`src/rtl/synapse_dendrite_if.sv`:
```
// synapse_dendrite_if: Vm memory port between the dendrite stage (master) and the external Vm RAM (slave).
interface synapse_dendrite_if #(
    parameter int NNW = 12,
    parameter int VW  = 16
);
    logic           sd_vm_re;
    logic [NNW-1:0] sd_vm_raddr;
    logic [VW-1:0]  vm_sd_rdata;
    logic           sd_vm_we;
    logic [NNW-1:0] sd_vm_waddr;
    logic [VW-1:0]  sd_vm_wdata;
    modport master (
        output sd_vm_re, sd_vm_raddr, sd_vm_we, sd_vm_waddr, sd_vm_wdata,
        input  vm_sd_rdata
    );
    modport slave (
        input  sd_vm_re, sd_vm_raddr, sd_vm_we, sd_vm_waddr, sd_vm_wdata,
        output vm_sd_rdata
    );
endinterface

```
`src/rtl/synapse_dendrite.sv`:
```
// synapse_dendrite: 3-stage weight + Vm saturating accumulate with read-after-write forwarding.
module synapse_dendrite #(
    parameter int NNW = 12,
    parameter int WD  = 6,
    parameter int WW  = 8,
    parameter int VW  = 16
) (
    input  logic                  clk,
    input  logic                  rst_n,
    input  logic                  axon_sd_vld,
    input  logic [NNW-1:0]        axon_sd_vm_addr,
    input  logic [WD-1:0]         axon_sd_wgt_addr,
    input  logic                  wgt_we,
    input  logic [WD-1:0]         wgt_waddr,
    input  logic [WW-1:0]         wgt_wdata,
    synapse_dendrite_if.master    vm,
    output logic                  sd_busy
);
    localparam logic [VW-1:0] VMAX = {1'b0, {(VW-1){1'b1}}};
    localparam logic [VW-1:0] VMIN = {1'b1, {(VW-1){1'b0}}};

    logic [WW-1:0]  wgt_mem [2**WD];
    logic [WW-1:0]  wgt_q;
    logic           s1_vld;
    logic [NNW-1:0] s1_vm_addr;
    logic           lw_vld;
    logic [NNW-1:0] lw_addr;
    logic [VW-1:0]  lw_data;
    logic [VW-1:0]  vm_op;
    logic [VW:0]    sum;
    logic [VW-1:0]  sat;

    assign vm.sd_vm_re    = axon_sd_vld & rst_n;
    assign vm.sd_vm_raddr = axon_sd_vm_addr;
    assign sd_busy        = (axon_sd_vld & rst_n) | s1_vld | vm.sd_vm_we;

    // Read-before-write: a same-cycle config write is seen only by later requests
    always_ff @(posedge clk) begin
        if (wgt_we)
            wgt_mem[wgt_waddr] <= wgt_wdata;
        wgt_q <= wgt_mem[axon_sd_wgt_addr];
    end

    always_ff @(posedge clk) begin
        if (!rst_n) begin
            s1_vld     <= 1'b0;
            s1_vm_addr <= '0;
        end else begin
            s1_vld     <= axon_sd_vld;
            s1_vm_addr <= axon_sd_vm_addr;
        end
    end

    // The external RAM returns stale data for the two most recent writes, so those win
    always_comb begin
        vm_op = (vm.sd_vm_we && vm.sd_vm_waddr == s1_vm_addr) ? vm.sd_vm_wdata :
                (lw_vld && lw_addr == s1_vm_addr)             ? lw_data :
                                                                vm.vm_sd_rdata;
        sum   = {vm_op[VW-1], vm_op} + {{(VW+1-WW){wgt_q[WW-1]}}, wgt_q};
        sat   = (sum[VW] == sum[VW-1]) ? sum[VW-1:0] : (sum[VW] ? VMIN : VMAX);
    end

    always_ff @(posedge clk) begin
        if (!rst_n) begin
            vm.sd_vm_we    <= 1'b0;
            vm.sd_vm_waddr <= '0;
            vm.sd_vm_wdata <= '0;
        end else begin
            vm.sd_vm_we <= s1_vld;
            if (s1_vld) begin
                vm.sd_vm_waddr <= s1_vm_addr;
                vm.sd_vm_wdata <= sat;
            end
        end
    end

    always_ff @(posedge clk) begin
        if (!rst_n) begin
            lw_vld  <= 1'b0;
            lw_addr <= '0;
            lw_data <= '0;
        end else begin
            lw_vld  <= vm.sd_vm_we;
            lw_addr <= vm.sd_vm_waddr;
            lw_data <= vm.sd_vm_wdata;
        end
    end
endmodule
```
`src/flat_wrapper.sv`:
```
// flat-port wrapper written by rule: the top's interface ports become plain ports
module synapse_dendrite_flat 
#(
    parameter int NNW = 12,
    parameter int WD  = 6,
    parameter int WW  = 8,
    parameter int VW  = 16
)
  (clk, rst_n, axon_sd_vld, axon_sd_vm_addr, axon_sd_wgt_addr, wgt_we, wgt_waddr, wgt_wdata, sd_busy, vm_sd_vm_re, vm_sd_vm_raddr, vm_sd_vm_we, vm_sd_vm_waddr, vm_sd_vm_wdata, vm_vm_sd_rdata);
  synapse_dendrite_if #(.NNW(NNW), .VW(VW)) vm_i ();
  input  logic clk;
  input  logic rst_n;
  input  logic axon_sd_vld;
  input  logic [NNW-1:0] axon_sd_vm_addr;
  input  logic [WD-1:0] axon_sd_wgt_addr;
  input  logic wgt_we;
  input  logic [WD-1:0] wgt_waddr;
  input  logic [WW-1:0] wgt_wdata;
  output logic sd_busy;
  output wire logic [$bits(vm_i.sd_vm_re)-1:0] vm_sd_vm_re;
  output wire logic [$bits(vm_i.sd_vm_raddr)-1:0] vm_sd_vm_raddr;
  output wire logic [$bits(vm_i.sd_vm_we)-1:0] vm_sd_vm_we;
  output wire logic [$bits(vm_i.sd_vm_waddr)-1:0] vm_sd_vm_waddr;
  output wire logic [$bits(vm_i.sd_vm_wdata)-1:0] vm_sd_vm_wdata;
  input wire logic [$bits(vm_i.vm_sd_rdata)-1:0] vm_vm_sd_rdata;
  assign vm_sd_vm_re = vm_i.sd_vm_re;
  assign vm_sd_vm_raddr = vm_i.sd_vm_raddr;
  assign vm_sd_vm_we = vm_i.sd_vm_we;
  assign vm_sd_vm_waddr = vm_i.sd_vm_waddr;
  assign vm_sd_vm_wdata = vm_i.sd_vm_wdata;
  assign vm_i.vm_sd_rdata = vm_vm_sd_rdata;
  synapse_dendrite #(.NNW(NNW), .WD(WD), .WW(WW), .VW(VW)) u_core (.clk(clk), .rst_n(rst_n), .axon_sd_vld(axon_sd_vld), .axon_sd_vm_addr(axon_sd_vm_addr), .axon_sd_wgt_addr(axon_sd_wgt_addr), .wgt_we(wgt_we), .wgt_waddr(wgt_waddr), .wgt_wdata(wgt_wdata), .vm(vm_i), .sd_busy(sd_busy));
endmodule
```
`config.mk`:
```
export PLATFORM = sky130hd
export DESIGN_NAME = synapse_dendrite_flat
export DESIGN_NICKNAME = d
export VERILOG_FILES = /design/src/rtl/synapse_dendrite_if.sv /design/src/rtl/synapse_dendrite.sv /design/src/flat_wrapper.sv
export SDC_FILE = /design/constraint.sdc
export NUM_CORES = 1
export LEC_CHECK = 0
export ABC_AREA = 1
export BUFFER_PORTS_ARGS = -buffer_cell sky130_fd_sc_hd__buf_2
export CAP_MARGIN = 20
export CORE_ASPECT_RATIO = 1.5
export CORE_UTILIZATION = 24
export DETAILED_ROUTE_END_ITERATION = 8
export GPL_TIMING_DRIVEN = 0
export HOLD_SLACK_MARGIN = 0.02
export PLACE_DENSITY = 0.49
export SYNTH_ARGS = -nofsm -noshare
export SYNTH_HDL_FRONTEND = slang
export SYNTH_SLANG_ARGS = --single-unit
```
`constraint.sdc`:
```
create_clock -name clk -period 4.56 [get_ports clk]
set_clock_uncertainty 0.1 [all_clocks]
set_input_delay 0.228 -clock clk [delete_from_list [all_inputs] [get_ports clk]]
set_output_delay 0.228 -clock clk [all_outputs]
set_load 0.01 [all_outputs]
```
==> implementation parameters <==
Parameter                              Value

Route
  Post-route antenna net violation count    0
  Total Wirelength    78710 um
  Routed length per instance    20.73 um
  Via-per-instance ratio    4.495
  DR DRC count    0
  Iteration count of the initial detailed-routing pass    5
  Routed via count    17070
  Number of design-rule violations left by the first detailed-router iteration    1184

Yosys
  Synth top area share    0.6234
  Top cells by area in the synthesized netlist    sky130_fd_sc_hd__edfxtp_1, sky130_fd_sc_hd__nand2_1, sky130_fd_sc_hd__dfxtp_1
  Mapped Avg Cell Area    10.90 sq um
  Yosys warning total    0
  Post-synthesis async set-or-reset flop share    0
  Post-Synthesis Net Count    2331
  Number of distinct library cells after synthesis    35
  Library cell with the largest summed area after synthesis    sky130_fd_sc_hd__edfxtp_1
  Number of standard cells after synthesis    2262
  Flop and latch count out of synthesis    591
  Sequential fraction of the synthesis area    0.6875
  EDFF count, synth    512
  Most instantiated flip-flop cell in the synthesis netlist    sky130_fd_sc_hd__edfxtp_1
  Area of the mapped netlist    24660 sq um

Die
  Area of the core    101600 sq um
  Number of cell rows    143
  Io pins    95
  Overall die area    104100 sq um
  Die Span Y    394.6 um
  Effective utilization at floorplan    0.2427
  Die outline width    263.7 um

STA
  Achievable Freq    250.0 MHz
  Final setup viols    0
  Slew at the pin closest to its max-slew limit    1181 ps
  Minimum hold slack    85.49 ps
  Unrepaired setup endpoints after global routing    no
  Sum Neg Setup Slack    0 ps
  Post-layout worst setup margin    560.4 ps
  Max Transition Viols Final    0
  Period utilization    0.8771
  Max transition margin    0.2096
  Final Critical Period    4000 ps
  Hold Violations, Final    0

Power and ir drop
  Fraction of power spent switching nets    0.2527
  Switching power total    0.003061 W
  Power density over the cells    416.6 nW/um^2
  Clock power share    0.407
  Proportion of power drawn by combinational gates    0.097
  Cell internal power dissipation    0.009053 W
  Max VDD drop    0.2949 mV
  Register share of total power    0.495
  Leakage power figure    10.72 nW

Placement
  Dpl ws    486.4 ps
  Standard cell area after detailed placement    26960 sq um
  Final estimated routing congestion in global placement    0.9294
  Number of port buffers    85
  HPWL after detailed placement    55830 um

Min path
  Worst hold start    wgt_wdata[0]
  Worst min-delay path class    in -> reg
  Worst hold endpoint    u_core.wgt_mem[32][0]
  Hold path depth    1

Clocking
  Clock net sink count    591
  Deepest level of the CTS H-tree    2
  Clock edge transition at the registers on the reported setup and hold paths    60 ps
  TritonCTS Buffers    61
  Cell at the root of the clock tree    sky130_fd_sc_hd__clkbuf_16
  Max Root-Sink Buffers    3
  Worst skew pair latency    640 ps
  Clock tree from TritonCTS    done
  Cts repair resizes    0

Critical path
  Worst-path maximum fanout    10
  Worst r2r path cells    21
  Arrival time at the worst endpoint    4420 ps
  Critical path class    reg -> reg
  R2R Setup Slk    560 ps
  Start of the worst register-to-register path    u_core.s1_vm_addr[0]
  Nature of the critical path startpoint    flip-flop
  Endpoint kind of the worst setup timing path    flip-flop
  Terminus of the critical flop-to-flop path    u_core.vm.sd_vm_wdata[12]
  Critical path data required time    4980 ps

Final layout
  Filler instances    10590
  Final net count    2510
  Layout cells sized above 1    0.1120
  Area of all placed cells without fillers    29080 sq um
  Final antenna diode count    0
  Sequential standard cell area    16960 sq um
  Area used by multi-input combinational logic    6558 sq um
  Layout-stage area growth over the synthesis result    17.91%

Flow run
  Max-cap violations    0

GRT
  Number of antenna violations at the first check in global routing    2
  Global-route usage over all layers    0.1485
  Number of global-route vias before repair    17120
  Wire length of the first global-routing pass    113400 um
  Pin count of the biggest net entering global routing    65
  Overflow after GRT    0

Run status
  Result of the run    finished, final reports clean
[worst max-delay path by stage]
stage / start / to / slack [ps] / depth (start not counted)
final: u_core.s1_vm_addr[0] / u_core.vm.sd_vm_wdata[12] / 560 / 21
after global routing: u_core.s1_vm_addr[0] / u_core.vm.sd_vm_wdata[12] / 140 / 21
after CTS: u_core.s1_vm_addr[0] / u_core.vm.sd_vm_wdata[12] / 460 / 21
after detailed placement: u_core.s1_vm_addr[0] / u_core.vm.sd_vm_wdata[12] / 490 / 21
after global placement: u_core.s1_vm_addr[0] / u_core.vm.sd_vm_wdata[12] / 450 / 21
after floorplan: u_core.vm.sd_vm_waddr[8] / u_core.vm.sd_vm_wdata[10] / 1360 / 22
[what timing repair did]
action	4_1_cts	5_1_grt
buffers inserted	0	0
setup endpoints to repair	0	0
hold buffers	17	0
endpoints found under the hold margin	60	0
[metal layers]
layer  routed length (um)  vias to the layer above  track usage
met1                29140                     8141       0.1583
li1                     -                     8249            -
met3                 3496                      159      0.01884
met4                 3721                        0      0.07091
met5                    0                        -            0
met2                42350                      520       0.2851
[metrics by stage]
stage / util / instances / power (W)
floorplan: - / 2262 / 0.006782
global placement: 0.2629 / 3652 / 0.007277
detailed placement: 0.2653 / 3666 / 0.007291
CTS: 0.2862 / 3797 / 0.01221
global route: 0.2862 / 3797 / 0.01251
finish: 0.2862 / 3797 / 0.01211
[worst max-delay path, cell delays in order, from the launching register on]
cell	delay, ps
sky130_fd_sc_hd__dfxtp_1	330
sky130_fd_sc_hd__inv_1	90
sky130_fd_sc_hd__a21oi_1	130
sky130_fd_sc_hd__nand3_1	120
sky130_fd_sc_hd__nor4_1	320
sky130_fd_sc_hd__nand2_1	280
sky130_fd_sc_hd__buf_2	270
sky130_fd_sc_hd__nand2_1	70
sky130_fd_sc_hd__o21ai_0	100
sky130_fd_sc_hd__ha_1	260
sky130_fd_sc_hd__fa_1	440
sky130_fd_sc_hd__nand2_1	80
sky130_fd_sc_hd__nand2_1	80
sky130_fd_sc_hd__nand3_1	110
sky130_fd_sc_hd__nand2_1	140
sky130_fd_sc_hd__nand2_1	150
sky130_fd_sc_hd__nand2_1	80
sky130_fd_sc_hd__nand2_1	60
sky130_fd_sc_hd__nand2_1	60
sky130_fd_sc_hd__a21oi_2	330
sky130_fd_sc_hd__buf_6	230
sky130_fd_sc_hd__a21oi_2	60
[power by group through the flow]
stage	sequential (W)	combinational (W)	clock (W)
5_1_grt	0.00601	0.00129	0.00521
2_1_floorplan	0.00612	0.000666	0
6_report	0.00600	0.00118	0.00493
3_3_place_gp	0.00612	0.00116	0
3_5_place_dp	0.00612	0.00117	0
4_1_cts	0.00600	0.00119	0.00502
[Yosys cell counts, drive strengths merged (16+ instances only)]
library cell and count:
a21oi 30, buf 75, clkbuf 65, dfxtp 79
edfxtp 512, ha 16, inv 127, nand2 454
nand3 74, nor2 358, o21ai 277, o22ai 144
[cells by family after synthesis]
group | share of synthesized area
buffers and inverters | 0.04865
xor gates and xnor gates | 0.006392
adders and majority gates | 0.008929
AOI/OAI and AO/OA | 0.1034
DFF | 0.6875
and+or+nand+nor | 0.1451
[flip-flops by register name, indices dropped and copies added, names as in the netlist]
register / flops
u_core.lw_addr: 12
u_core.lw_data: 16
u_core.lw_vld: 1
u_core.s1_vld: 1
u_core.s1_vm_addr: 12
u_core.vm.sd_vm_waddr: 12
u_core.vm.sd_vm_wdata: 16
u_core.vm.sd_vm_we: 1
u_core.wgt_mem: 512
u_core.wgt_q: 8
[placed cells by master (no fill, tap or decap), types with 16 or more instances in the layout]
master,synthesis,final
sky130_fd_sc_hd__nand3_1,74,74
sky130_fd_sc_hd__nand2_1,451,451
sky130_fd_sc_hd__nor2_1,358,358
sky130_fd_sc_hd__clkbuf_1,61,70
sky130_fd_sc_hd__o21ai_0,242,242
sky130_fd_sc_hd__edfxtp_1,512,512
sky130_fd_sc_hd__o22ai_1,144,144
sky130_fd_sc_hd__buf_2,38,121
sky130_fd_sc_hd__dlygate4sd3_1,0,17
sky130_fd_sc_hd__ha_1,16,16
sky130_fd_sc_hd__a21oi_1,17,17
sky130_fd_sc_hd__buf_4,12,22
sky130_fd_sc_hd__clkbuf_16,0,61
sky130_fd_sc_hd__o21ai_1,35,35
sky130_fd_sc_hd__dfxtp_1,79,79
sky130_fd_sc_hd__clkinv_1,0,19
sky130_fd_sc_hd__inv_1,124,124
[layout make-up]
type | count | share of cell area
multi-input cells | 1404 | 0.2255
well taps | 1305 | 0.05615
inverters | 127 | 0.01648
clock inverters | 44 | 0.01329
flip-flops and latches | 591 | 0.5831
clock buffers | 70 | 0.05365
repair buffers | 116 | 0.02710
plain buffers | 140 | 0.02478
No activity file was read; power rests on OpenSTA's default activity.
